==> config.mk <==
export PLATFORM = sky130hd
export DESIGN_NAME = harmonic_mixer
export DESIGN_NICKNAME = d
export VERILOG_FILES = /design/src/rtl/mixer_pkg.sv /design/src/rtl/sample_timebase.sv /design/src/rtl/harmonic_mixer.sv
export SDC_FILE = /design/constraint.sdc
export NUM_CORES = 1
export LEC_CHECK = 0
export ABC_AREA = 1
export CORE_ASPECT_RATIO = 0.9
export CORE_MARGIN = 3
export CORE_UTILIZATION = 66
export DETAILED_ROUTE_END_ITERATION = 12
export PLACE_DENSITY = 0.91
export SLEW_MARGIN = 20
export SYNTH_ARGS = -nofsm -noshare
export SYNTH_HDL_FRONTEND = slang
export SYNTH_SLANG_ARGS = --single-unit
==> constraint.sdc <==
create_clock -name i_Clock -period 11.9 [get_ports i_Clock]
set_input_delay 2.38 -clock i_Clock [delete_from_list [all_inputs] [get_ports i_Clock]]
set_output_delay 2.38 -clock i_Clock [all_outputs]
set_load 0.02 [all_outputs]
==> src/rtl/mixer_pkg.sv <==
`default_nettype none
// ============================================================================
//  Module      : mixer_pkg
//  Description : Shared types and constants for the harmonic mixer and other
//                rate-driven audio blocks.
//  Revision    : 1.0 - initial release
// ============================================================================
package mixer_pkg;

  // Widths of one harmonic word, of the accumulators/samples, and of the gain
  localparam int SAMPLE_W = 16;
  localparam int ACC_W    = 32;
  localparam int GAIN_W   = 8;

  // Default system clock and output sample rate
  localparam int CLK_HZ          = 96_000_000;
  localparam int SAMPLE_HZ       = 48_000;
  localparam int DEFAULT_DIVIDER = CLK_HZ / SAMPLE_HZ;

  // Mixer sequencing states
  typedef enum logic [2:0] {
    S_IDLE    = 3'd0,
    S_ACCUM   = 3'd1,
    S_SCALE_L = 3'd2,
    S_SCALE_R = 3'd3,
    S_OUTPUT  = 3'd4
  } state_t;

endpackage
`default_nettype wire

==> src/rtl/sample_timebase.sv <==
`default_nettype none
// ============================================================================
//  Module      : sample_timebase
//  Description : Free-running divider producing a one-cycle tick once every
//                DIVIDER clock cycles (on the last count before wrap).
//  Revision    : 1.0 - initial release
// ============================================================================
module sample_timebase
  import mixer_pkg::*;
#(
  parameter int DIVIDER = DEFAULT_DIVIDER
) (
  input  logic i_Clock,
  input  logic i_Reset_N,
  output logic o_Tick
);

  localparam int            CW     = (DIVIDER > 1) ? $clog2(DIVIDER) : 1;
  localparam logic [CW-1:0] C_LAST = CW'(DIVIDER - 1);

  logic [CW-1:0] cnt_q, cnt_d;

  // Next count: wrap to zero after the last slot of the sample period
  always_comb begin
    cnt_d = (cnt_q == C_LAST) ? '0 : cnt_q + CW'(1);
  end

  // Counter register
  always_ff @(posedge i_Clock or negedge i_Reset_N) begin
    if (!i_Reset_N) cnt_q <= '0;
    else            cnt_q <= cnt_d;
  end

  assign o_Tick = (cnt_q == C_LAST);

endmodule
`default_nettype wire

==> src/rtl/harmonic_mixer.sv <==
`default_nettype none
// ============================================================================
//  Module      : harmonic_mixer
//  Description : Accumulates per-harmonic words into L (odd) / R (even) sums,
//                applies a shared gain through one multiplier and hands the
//                stereo pair to the output stage once per sample period.
//  Revision    : 1.0 - initial release
// ============================================================================
module harmonic_mixer
  import mixer_pkg::*;
#(
  parameter int SAMPLE_DIVIDER = DEFAULT_DIVIDER,
  parameter int MAX_HARMONICS  = 64,
  parameter int GAIN_SHIFT     = 4
) (
  input  logic                       i_Clock,
  input  logic                       i_Reset_N,
  input  logic                       i_Harm_Valid,
  input  logic signed [SAMPLE_W-1:0] i_Harm_Sample,
  input  logic                       i_Harm_Odd,
  input  logic                       i_Harm_Last,
  output logic                       o_Harm_Ready,
  output logic                       o_Frame_Start,
  input  logic        [GAIN_W-1:0]   i_Gain,
  input  logic                       i_Out_Ready,
  output logic                       o_Start,
  output logic signed [ACC_W-1:0]    o_Sample_L,
  output logic signed [ACC_W-1:0]    o_Sample_R,
  output logic                       o_Overrun
);

  localparam int               CNT_W    = $clog2(MAX_HARMONICS + 1);
  localparam logic [CNT_W-1:0] C_MAX    = CNT_W'(MAX_HARMONICS);
  localparam logic [CNT_W-1:0] C_MAX_M1 = CNT_W'(MAX_HARMONICS - 1);

  state_t                    state_q, state_d;
  logic signed [ACC_W-1:0]   acc_l_q, acc_l_d, acc_r_q, acc_r_d;
  logic signed [ACC_W-1:0]   result_l_q, result_l_d;
  logic signed [ACC_W-1:0]   sample_l_q, sample_l_d, sample_r_q, sample_r_d;
  logic [CNT_W-1:0]          count_q, count_d;
  logic [GAIN_W-1:0]         gain_q, gain_d;
  logic                      start_q, start_d;
  logic                      frame_start_q, frame_start_d;
  logic                      overrun_q, overrun_d;

  logic                      w_tick;
  logic                      w_harm_ready;
  logic                      w_accept;
  logic signed [ACC_W-1:0]   w_word_ext;
  logic signed [ACC_W-1:0]   w_mul_a;
  logic        [GAIN_W-1:0]  w_mul_g;
  logic signed [ACC_W+GAIN_W:0] w_prod;
  logic signed [ACC_W-1:0]   w_scaled;

  sample_timebase #(
    .DIVIDER (SAMPLE_DIVIDER)
  ) u_timebase (
    .i_Clock   (i_Clock),
    .i_Reset_N (i_Reset_N),
    .o_Tick    (w_tick)
  );

  assign w_harm_ready = (state_q == S_ACCUM) && (count_q < C_MAX);
  assign w_accept     = i_Harm_Valid && w_harm_ready;
  assign w_word_ext   = ACC_W'(i_Harm_Sample);

  // The single multiplier: L uses the live gain (sampled now), R reuses it
  assign w_mul_a  = (state_q == S_SCALE_L) ? acc_l_q : acc_r_q;
  assign w_mul_g  = (state_q == S_SCALE_L) ? i_Gain  : gain_q;
  assign w_prod   = w_mul_a * $signed({1'b0, w_mul_g});
  assign w_scaled = ACC_W'(w_prod >>> GAIN_SHIFT);

  // Frame sequencing and datapath next-state
  always_comb begin
    state_d       = state_q;
    acc_l_d       = acc_l_q;
    acc_r_d       = acc_r_q;
    count_d       = count_q;
    gain_d        = gain_q;
    result_l_d    = result_l_q;
    sample_l_d    = sample_l_q;
    sample_r_d    = sample_r_q;
    start_d       = start_q;
    frame_start_d = 1'b0;
    overrun_d     = overrun_q;
    case (state_q)
      S_IDLE: begin
        if (w_tick) begin
          acc_l_d       = '0;
          acc_r_d       = '0;
          count_d       = '0;
          frame_start_d = 1'b1;
          state_d       = S_ACCUM;
        end
      end
      S_ACCUM: begin
        if (w_accept) begin
          if (i_Harm_Odd) acc_l_d = acc_l_q + w_word_ext;
          else            acc_r_d = acc_r_q + w_word_ext;
          count_d = count_q + CNT_W'(1);
        end
        // A word that completes the frame wins over a coincident tick
        if (w_accept && (i_Harm_Last || count_q == C_MAX_M1)) begin
          state_d = S_SCALE_L;
        end else if (w_tick) begin
          overrun_d = 1'b1;
          state_d   = S_SCALE_L;
        end
      end
      S_SCALE_L: begin
        gain_d     = i_Gain;
        result_l_d = w_scaled;
        state_d    = S_SCALE_R;
      end
      S_SCALE_R: begin
        sample_l_d = result_l_q;
        sample_r_d = w_scaled;
        start_d    = 1'b1;
        state_d    = S_OUTPUT;
      end
      S_OUTPUT: begin
        // Handshake wins over a coincident tick
        if (i_Out_Ready) begin
          start_d = 1'b0;
          state_d = S_IDLE;
        end else if (w_tick) begin
          start_d   = 1'b0;
          overrun_d = 1'b1;
          state_d   = S_IDLE;
        end
      end
      default: state_d = S_IDLE;
    endcase
  end

  // State and datapath registers
  always_ff @(posedge i_Clock or negedge i_Reset_N) begin
    if (!i_Reset_N) begin
      state_q       <= S_IDLE;
      acc_l_q       <= '0;
      acc_r_q       <= '0;
      count_q       <= '0;
      gain_q        <= '0;
      result_l_q    <= '0;
      sample_l_q    <= '0;
      sample_r_q    <= '0;
      start_q       <= 1'b0;
      frame_start_q <= 1'b0;
      overrun_q     <= 1'b0;
    end else begin
      state_q       <= state_d;
      acc_l_q       <= acc_l_d;
      acc_r_q       <= acc_r_d;
      count_q       <= count_d;
      gain_q        <= gain_d;
      result_l_q    <= result_l_d;
      sample_l_q    <= sample_l_d;
      sample_r_q    <= sample_r_d;
      start_q       <= start_d;
      frame_start_q <= frame_start_d;
      overrun_q     <= overrun_d;
    end
  end

  assign o_Harm_Ready  = w_harm_ready;
  assign o_Frame_Start = frame_start_q;
  assign o_Start       = start_q;
  assign o_Sample_L    = sample_l_q;
  assign o_Sample_R    = sample_r_q;
  assign o_Overrun     = overrun_q;

endmodule
`default_nettype wire

==> reports/metrics.cfg, run 1 <==
[synthesis]
netlist-cell-type-count = 54
ys_async_sr_fraction_pct = 100
synthFlopType = dfrtp_1
syn_nets = 2956
synth_edf_count = 0
synth_cells = 2613
ys_ff_latch = 192
avgSynthCellArea_um2 = 7.41
ys_warn_count = 0
yosysSeqAreaShare_pct = 24.8
syn_area_mm2 = 0.0194

[drt]
drc_errors = 0
num_vias = 18200
ant_nets = 0
firstDrtPassIters = 6
vias_per_cell = 5.93
wirelength_um = 57800
avgRoutedWirePerCell_um = 18.8
drtIter0Drc = 2195

[power_and_ir_drop]
p_leak_uw = 0.0114
power.density_mw_per_mm2 = 74.2
vdd_drop_max_uv = 98.0

[setup_path]
crit_arrival_ns = 8.35
required_ns = 12.19
cp-end-kind = flop
path_class = input port to flop
crit_path_start_kind = input port
critPathMaxFanout = 31
worstReg2RegStart = state_q[1]
r2r_end = o_Sample_R[18]
r2r_slack_ns = 3.93
rr_worst_depth = 22

[global_route]
antenna_found_initial = 0
grt_pass1_wl_um = 92400
grt_max_degree = 112
gr-total-overflow = 0
grt_use_total_pct = 36.9
grt_pass1_vias = 17700

[flow_run]
drv_cap = 0

[clock_network]
cts_sinks = 192
path_clk_slew_ns = 0.09
cts_max_level = 4
cts_root_buf = clkbuf_16
numCtsBuffers = 17
clk_latency_ns = 0.45
cts_buffer_depth = 2
cts_setup_buffers = 0
cts_resized = 0
cts_tree = done
cts_hold_buffers = 0

[place]
io_buffer_count = 97
dp.cells = 3045
hpwl_um = 45500
dpl_cell_area_mm2 = 0.0206
gp_congestion = 0.995

[layout]
stdcell_area_mm2 = 0.0213
nets = 3018
final_util_pct = 74.8
stdcell_count = 3078
drive_gt1_share_pct = 3.35
diodes = 0
fillers = 2198
areaGrowthSynthToFinish_pct = 9.81

[timing]
finalSetupViolations = 0
timing.fmax_ghz = 0.124
fin_skew_ns = 0.0139
tns_ns = 0
relSlewSlack_pct = 14.0
rsz0062_at_grt = false
drv_slew = 0
layout_min_cycle_time_ns = 8.06
finalHoldViolCount = 0
worst_slew_pin_slew_ns = 1.28
fin_crit_sh_pct = 67.7

[floorplan]
core_mm2 = 0.0284
die_w_um = 187
die_h_um = 169
initial_core_util_pct = 68.1
fp-row-count = 58
io_pins = 98
dieArea_mm2 = 0.0314

[hold_path]
worstHoldPathType = flop to flop
min_path_cells = 2
hold_end = o_Sample_L[25]
min_from = result_l_q[25]

[run_status]
status = complete, no violations

cells in the mapped netlist (18+ instances only):
library cell    n  area share [%]
fa_1          181              19
o21ai_0       194             5.0
clkbuf_1       37            0.72
a21oi_1       138             3.6
inv_1         440             8.5
nand4_1        24            0.78
xnor2_1        20            0.90
nand2_1       686              13
nand3_1       109             2.8
ha_1          132             8.5
nor2_1        267             5.2
dfrtp_1       192              25
nor3_1         18            0.47
layout by cell type (no fill, tap or decap), types with 5 or more instances in the layout:
master / netlist / layout
o21ai_1: 8 / 7
o221ai_1: 6 / 6
xnor2_1: 20 / 20
a21o_1: 6 / 6
fa_1: 181 / 181
inv_1: 440 / 440
nor3_1: 18 / 18
nand2_2: 6 / 5
a21boi_0: 5 / 5
a21oi_1: 138 / 138
a31oi_1: 9 / 9
o21bai_1: 7 / 7
dfrtp_1: 192 / 192
or2_2: 10 / 10
nand3b_1: 16 / 16
o21ai_0: 194 / 193
nor4_1: 5 / 5
nand4_1: 24 / 24
nand2_1: 686 / 686
inv_2: 8 / 8
o22ai_1: 6 / 6
o21ai_2: 4 / 6
clkbuf_16: 0 / 17
inv_12: 0 / 5
buf_4: 2 / 8
clkdlybuf4s50_1: 0 / 96
o21a_1: 6 / 6
ha_1: 132 / 132
nor2_1: 267 / 267
xor2_1: 10 / 10
nand3_1: 109 / 108
critical path: stages:
cell and delay [ns]:
clkdlybuf4s50_1 0.46, o21ai_0 0.12, inv_1 0.87, nand2_1 0.19
fa_1 0.46, inv_1 0.06, ha_1 0.22, ha_1 0.27
nand2_1 0.06, nor4_1 0.81, ha_1 0.31, inv_1 0.07
fa_1 0.47, o21ai_2 0.29, a21boi_0 0.23, o21ai_1 0.43
nand2_1 0.10, nand2_1 0.11, xnor2_1 0.24, o21ai_0 0.17
registers in the layout, indices dropped and copies added (netlist names):
name	cells
acc_l_q	32
acc_r_q	32
count_q	7
gain_q	8
o_Frame_Start	1
o_Overrun	1
o_Sample_L	32
o_Sample_R	32
o_Start	1
result_l_q	32
state_q	3
u_timebase.cnt_q	11
routing by layer:
metal / GRT usage, % / share of wire (%)
met1: 52.8 / 42
met2: 54.5 / 42
met3: 11.1 / 13
met4: 11.8 / 3.3
met5: 0 / 0
worst max-delay path by stage:
stage	end	cells past startpoint	slack (ns)	startpoint
after floorplan	result_l_q[17]	22	5.14	i_Gain[1]
after global placement	o_Sample_R[18]	20	3.69	i_Gain[0]
after detailed placement	result_l_q[18]	20	3.55	i_Gain[0]
after CTS	result_l_q[18]	20	4.03	i_Gain[0]
after global routing	o_Sample_R[18]	22	3.41	state_q[1]
final	o_Sample_R[18]	20	3.84	i_Gain[0]
area by class of cell:
cell class | count | area (um^2) | area share (%)
clock buffers | 17 | 425 | 2.00
inverters | 450 | 1690 | 7.96
multi-input cells | 1908 | 12600 | 59.2
flip-flops and latches | 192 | 4800 | 22.6
repair buffers | 106 | 1060 | 5.00
well taps | 390 | 488 | 2.29
clock inverters | 15 | 209 | 0.983
kinds of logic after synthesis:
group	synth area share, %
flip-flops	24.8
buffers and inverters	10.3
multiplexers	0.0517
XOR/XNOR	1.36
AND/OR/NAND/NOR	24.5
adder cells (fa/ha/maj)	27.2
AO/OA/AOI/OAI	11.8
power breakdown:
part | total, uW | internal, uW | switching (uW)
clock network | 620 | 296 | 324
logic | 297 | 99.5 | 197
registers | 660 | 657 | 3.51
metrics by stage:
| step | setup WS, ns | hold WS, ns | total power (uW) |
|---|---|---|---|
| final | 3.84 | 0.476 | 1580 |
| after global routing | 3.41 | 0.508 | 1640 |
| after CTS | 4.03 | 0.480 | 1570 |
| after detailed placement | 3.55 | 0.458 | 959 |
| after global placement | 3.69 | 0.451 | 954 |
| after floorplan | 5.14 | 0.442 | 866 |
No activity file was read; power rests on OpenSTA's default activity.
==> run 2: changes to the inputs <==
CORE_UTILIZATION = 57   (was 66)
PLACE_DENSITY = 0.84   (was 0.91)
clock period = 6.6 ns   (was 11.9 ns; I/O delays follow)
==> run 2 against run 1 <==
  * Sequential cell count stayed put
  * Critical path depth rose by 4
  * Worst hold slack better by 0.0017 ns
  * Cell count rose by 3.5%
  * Combinational power grew 79%
  * Clock skew decreased by 0.0014 ns
  * Count of clock-buffer cells in the layout did not move
  * Largest power group unchanged
  * Highest routed layer is now met5
==> reports/metrics.cfg, run 2 (synthesis results as in run 1) <==
[setup_path]
slowest_delay_ns = 0.75  ; -0.12 ns
rr_worst_depth = 24  ; +9.1%
cp_cell_sequence = nor2_4 -> nand2_4 -> buf_12 -> o21ai_0 -> inv_1 -> nor2_1 -> fa_1 -> ha_1 -> ha_1 -> nand2_1 -> nor4_1 -> ha_1 -> inv_1 -> fa_1 -> o21ai_2 -> a21boi_0 -> o21ai_1 -> nand2_1 -> nand2_1 -> nand2_1 -> nand2_1 -> nand2_1 -> nand3_1 -> nand2_1
crit_end = result_l_q[22]
cp_slowest_cell = o21ai_0
worst_path_most_repeated_cell = nand2_1
r2r_slack_ns = 0.58  ; -3.35 ns
cp-end-kind = flop
required_ns = 6.95  ; -5.24 ns
critPathMaxFanout = 71  ; +130%
r2r_end = result_l_q[22]
cp.buffers_inverters = 3  ; -1
worstReg2RegStart = state_q[2]
cp.depth = 24  ; +20%
crit_family = adder cells
startpoint = state_q[2]
crit_arrival_ns = 6.38  ; -1.97 ns
path_class = flop to flop
crit_path_start_kind = flop

[drt]
wirelength_um = 56100  ; -3.1%
num_vias = 17900  ; -1.8%
ant_nets = 0  ; unchanged
drc_errors = 0  ; unchanged
drtIter0Drc = 1725  ; -21%
avgRoutedWirePerCell_um = 17.6  ; -6.3%
vias_per_cell = 5.63  ; -5.1%
firstDrtPassIters = 6  ; unchanged

[clock_network]
cts_max_level = 4  ; unchanged
cts_buffer_depth = 2  ; unchanged
cts_setup_buffers = 0  ; unchanged
cts_resized = 0  ; unchanged
cts_root_buf = clkbuf_16
cts_tree = done
path_clk_slew_ns = 0.08  ; about the same
cts_hold_buffers = 0  ; unchanged
numCtsBuffers = 17  ; unchanged
clk_latency_ns = 0.46  ; about the same
cts_sinks = 192  ; unchanged

[hold_path]
worstHoldPathType = flop to flop

[layout]
drive_gt1_share_pct = 4.84  ; +1.5 points
final_cell_mix = nand2_1 (686), inv_1 (440), nor2_1 (267)
final_common_cell = nand2_1
diodes = 0  ; unchanged
nets = 3060  ; +1.4%
final_util_pct = 65.4  ; -9.3 points
areaGrowthSynthToFinish_pct = 12.1

[timing]
finalSetupViolations = 0  ; unchanged
worst_slew_pin_slew_ns = 0.904  ; -0.373 ns
fin_skew_ns = 0.0125  ; -0.00138 ns
rsz0062_at_grt = false
finalHoldViolCount = 0  ; unchanged
fin_crit_sh_pct = 91.3
timing.fmax_ghz = 0.166
drv_slew = 0  ; unchanged
tns_ns = 0  ; unchanged
layout_min_cycle_time_ns = 6.02
hold_slack_ns = 0.477  ; +0.00174 ns
relSlewSlack_pct = 39.1  ; +25 points

[global_route]
grt_max_degree = 106  ; -5.4%
grt_pass1_wl_um = 92200  ; -0.16%
gr-total-overflow = 0  ; unchanged
grt_pass1_vias = 17700  ; +0.52%
antenna_found_initial = 2  ; +2
grt_use_total_pct = 31.5  ; -5.4 points

[power_and_ir_drop]
internal-power_uw = 1910  ; +81%
p_leak_uw = 0.0116  ; +2.0%
p_sw_share_pct = 31.6  ; -1.7 points
p_comb_share_pct = 19.1  ; +0.3 points
switchingPower_uw = 879  ; +67%
pwr-share-clk_pct = 38.2  ; -1.1 points
vdd_drop_max_uv = 165  ; +68%
power.density_mw_per_mm2 = 128  ; +73%
seqPwrFrac_pct = 42.7  ; +0.8 points
p_total_uw = 2790  ; +77%

[floorplan]
die_h_um = 181  ; +7.3%
initial_core_util_pct = 58.4  ; -9.7 points
fp-row-count = 63  ; +8.6%
die_w_um = 200  ; +7.4%
io_pins = 98  ; unchanged
dieArea_mm2 = 0.0362  ; +15%
core_mm2 = 0.0332  ; +17%

[flow_run]
drv_cap = 0  ; unchanged

[place]
io_buffer_count = 97  ; unchanged
gp_congestion = 1.03  ; +3.1%
hpwl_um = 44500  ; -2.1%

[run_status]
status = complete, no violations

==> run 2: cell types whose count changed in the layout (fill, tap and decap cells not counted), sizes merged <==
cell      delta
bufinv       +1
inv          -6
clkinv       +4
clkinvlp     +1
buf         +42
==> run 2: through the flow <==
step / worst slack [ns] / instance area [um^2] / std cells
after floorplan: 0.901 / 19400 / 2613
after global placement: 0.336 / 21100 / 3153
after detailed placement: 0.202 / 21100 / 3153
after CTS: 0.674 / 21700 / 3185
after global routing: 0.272 / 21700 / 3185
final: 0.575 / 21700 / 3185
==> run 2: power by group through the flow <==
| stage | Sequential, uW | Clock [uW] | Combinational (uW) |
|---|---|---|---|
| after floorplan | 1210 | 0 | 351 |
| after global routing | 1190 | 1130 | 603 |
| after detailed placement | 1210 | 0 | 520 |
| after global placement | 1210 | 0 | 509 |
| final | 1190 | 1060 | 532 |
| after CTS | 1190 | 1080 | 526 |
==> run 2: worst register-to-register path, cell delays in order (launching register included) <==
cell and delay, ns:
dfrtp_1 0.45, nor2_4 0.16, nand2_4 0.09, buf_12 0.19, o21ai_0 0.80, inv_1 0.28, nor2_1 0.22, fa_1 0.45
ha_1 0.30, ha_1 0.27, nand2_1 0.05, nor4_1 0.51, ha_1 0.27, inv_1 0.06, fa_1 0.49, o21ai_2 0.26
a21boi_0 0.22, o21ai_1 0.30, nand2_1 0.09, nand2_1 0.11, nand2_1 0.09, nand2_1 0.09, nand2_1 0.07, nand3_1 0.07
nand2_1 0.05
==> run 2: how the worst min path moves through the flow <==
stage,from,end,slack [ns],depth (start not counted)
finish,result_l_q[8],o_Sample_L[8],0.48,2
global route,result_l_q[8],o_Sample_L[8],0.50,2
CTS,result_l_q[1],o_Sample_L[1],0.47,2
detailed placement,result_l_q[1],o_Sample_L[1],0.46,2
global placement,result_l_q[1],o_Sample_L[1],0.45,2
floorplan,result_l_q[0],o_Sample_L[0],0.44,2
==> run 2: cell type report <==
| type | instances | area [um^2] |
|---|---|---|
| multi-input cells | 1908 | 12600 |
| fillers | 2761 | 11500 |
| flip-flops and latches | 192 | 4800 |
| inverters | 450 | 1690 |
| repair buffers | 148 | 1460 |
| well taps | 455 | 569 |
| clock buffers | 17 | 425 |
| clock inverters | 15 | 174 |
==> run 2: layer usage <==
layer | share of wire [%] | vias up | GRT usage, %
li1 | - | 8430 | -
met1 | 44 | 8534 | 44.8
met4 | 2.8 | 2 | 9.19
met2 | 43 | 851 | 47.4
met5 | 0.16 | - | 1.85
met3 | 11 | 108 | 8.52
==> run 3: changes to the inputs <==
CORE_UTILIZATION = 30   (was 57)
PLACE_DENSITY = 0.52   (was 0.84)
==> run 3 against run 2 <==
  * Global-route usage shrank 14 points
  * Utilization down 30 points
  * Die area increased by 87%
  * Clock skew rose by 0.0013 ns
  * Cell area increased by 2.5%
  * First-iteration DRC count down 35%
  * Clock power hardly changed
  * Sequential share of layout area is 0.53 points lower
  * Count of clock-buffer cells in the layout rose by 1
  * Routed wire length grew 4.2%
  * Largest power group unchanged
==> reports/metrics.cfg, run 3 (synthesis results as in run 1) <==
[global_route]
antenna_found_initial = 1  ; -1
grt_pass1_vias = 17300  ; -2.5%
grt_use_total_pct = 17.7  ; -14 points
grt_pass1_wl_um = 94800  ; +2.8%
grt_max_degree = 102  ; -3.8%
gr-total-overflow = 0  ; unchanged

[setup_path]
path_class = flop to flop
cp_slowest_cell = o21ai_0
cp.buffers_inverters = 5  ; +2
cp-end-kind = flop
crit_arrival_ns = 6.46  ; +0.08 ns
critPathMaxFanout = 41  ; -42%
crit_path_start_kind = flop
required_ns = 6.97  ; +0.02 ns
crit_family = adder cells
slowest_delay_ns = 0.68  ; -0.07 ns
cp_cell_sequence = nor2_4 -> nand2_4 -> buf_12 -> o21ai_0 -> nand2_1 -> fa_1 -> inv_1 -> fa_1 -> fa_1 -> inv_1 -> fa_1 -> inv_1 -> ha_1 -> inv_1 -> o21ai_0 -> a21oi_1 -> nor2_1 -> a211oi_1 -> nand3b_1 -> nand3_1 -> o21ai_0

[timing]
timing.fmax_ghz = 0.164  ; -1.2%
rsz0062_at_grt = false
relSlewSlack_pct = 36.2  ; -2.9 points
worst_slew_pin_slew_ns = 0.958  ; +0.0531 ns
finalHoldViolCount = 0  ; unchanged
setup_slack_ns = 0.502  ; -0.0733 ns
drv_slew = 0  ; unchanged
tns_ns = 0  ; unchanged
finalSetupViolations = 0  ; unchanged
fin_skew_ns = 0.0138  ; +0.00130 ns
layout_min_cycle_time_ns = 6.10  ; +0.0733 ns
fin_crit_sh_pct = 92.4  ; +1.1 points

[clock_network]
cts_resized = 0  ; unchanged
cts_tree = done
cts_hold_buffers = 0  ; unchanged
numCtsBuffers = 17  ; unchanged
clk_latency_ns = 0.49  ; +0.03 ns
cts_sinks = 192  ; unchanged
path_clk_slew_ns = 0.08  ; about the same
cts_root_buf = clkbuf_16
cts_max_level = 4  ; unchanged
cts_setup_buffers = 0  ; unchanged
cts_buffer_depth = 2  ; unchanged

[hold_path]
worstHoldPathType = flop to flop

[floorplan]
die_h_um = 247  ; +37%
dieArea_mm2 = 0.0676  ; +87%
initial_core_util_pct = 30.6  ; -28 points
core_mm2 = 0.0632  ; +91%
die_w_um = 274  ; +37%
fp-row-count = 87  ; +38%
io_pins = 98  ; unchanged

[drt]
firstDrtPassIters = 5  ; -1
avgRoutedWirePerCell_um = 16.3  ; -7.3%
ant_nets = 0  ; unchanged
wirelength_um = 58400  ; +4.2%
drtIter0Drc = 1129  ; -35%
num_vias = 17100  ; -4.5%
drc_errors = 0  ; unchanged
vias_per_cell = 4.78  ; -15%

[run_status]
status = complete, no violations

[place]
dp.cells = 3551  ; +13%
hpwl_um = 48100  ; +8.2%
io_buffer_count = 97  ; unchanged
gp_congestion = 0.949  ; -7.5%
preCtsSetupSlack_ns = 0.152  ; -0.0502 ns

[power_and_ir_drop]
p_leak_uw = 0.0116  ; +0.17%
p_total_uw = 2810  ; +1.0%
vdd_drop_max_uv = 165  ; +0.16%
power.density_mw_per_mm2 = 127  ; -1.4%

[flow_run]
drv_cap = 0  ; unchanged

[layout]
nets = 3068  ; +0.26%
final_util_pct = 35.2  ; -30 points
final_common_cell = nand2_1
areaGrowthSynthToFinish_pct = 14.9
final_cell_mix = nand2_1 (686), inv_1 (440), nor2_1 (267)
stdcell_count = 3583  ; +12%
diodes = 0  ; unchanged
drive_gt1_share_pct = 5.08  ; +0.24 points

[run 3: final cells by class]
type	count	area, um^2
clock buffers	18	429
well taps	845	1060
inverters	450	1690
flip-flops and latches	192	4800
clock inverters	14	163
multi-input cells	1908	12600
repair buffers	156	1510
fillers	6763	41000
[run 3: tightest hold or removal path, cell delays in order (launching register included)]
cell and delay [ns]:
dfrtp_1 0.35, nand2_1 0.06, nand2_1 0.05
[run 3: stage by stage]
step / instance area, um^2 / hold slack, ns
2_1_floorplan: 19400 / 0.442
3_3_place_gp: 21700 / 0.459
3_5_place_dp: 21700 / 0.463
4_1_cts: 22200 / 0.483
5_1_grt: 22200 / 0.507
6_report: 22200 / 0.479
[run 3: worst paths after layout]
| check | from | endpoint | slack [ns] | cells after the start |
|---|---|---|---|---|
| min | result_l_q[4] | o_Sample_L[4] | 0.48 | 2 |
| max in group asynchronous | i_Reset_N | o_Sample_R[26] | 4.31 | 2 |
| max | state_q[0] | result_l_q[27] | 0.50 | 21 |
| max reg2reg | state_q[0] | result_l_q[27] | 0.50 | 21 |
| min in group asynchronous | i_Reset_N | o_Sample_L[6] | 0.91 | 1 |
| min reg2reg | result_l_q[4] | o_Sample_L[4] | 0.48 | 2 |
[run 3: layer usage]
| metal | up-vias | track usage (%) | part of all wire (%) |
|---|---|---|---|
| li1 | 8435 | - | - |
| met1 | 8330 | 25.6 | 51 |
| met2 | 315 | 28.2 | 44 |
| met3 | 39 | 2.19 | 3.7 |
| met4 | 2 | 4.19 | 1.5 |
| met5 | - | 0 | 0.019 |
[run 3: report_power, final]
part	total [uW]	internal, uW	switching [uW]
clock	1070	512	561
combinational	552	194	358
sequential	1190	1180	5.74
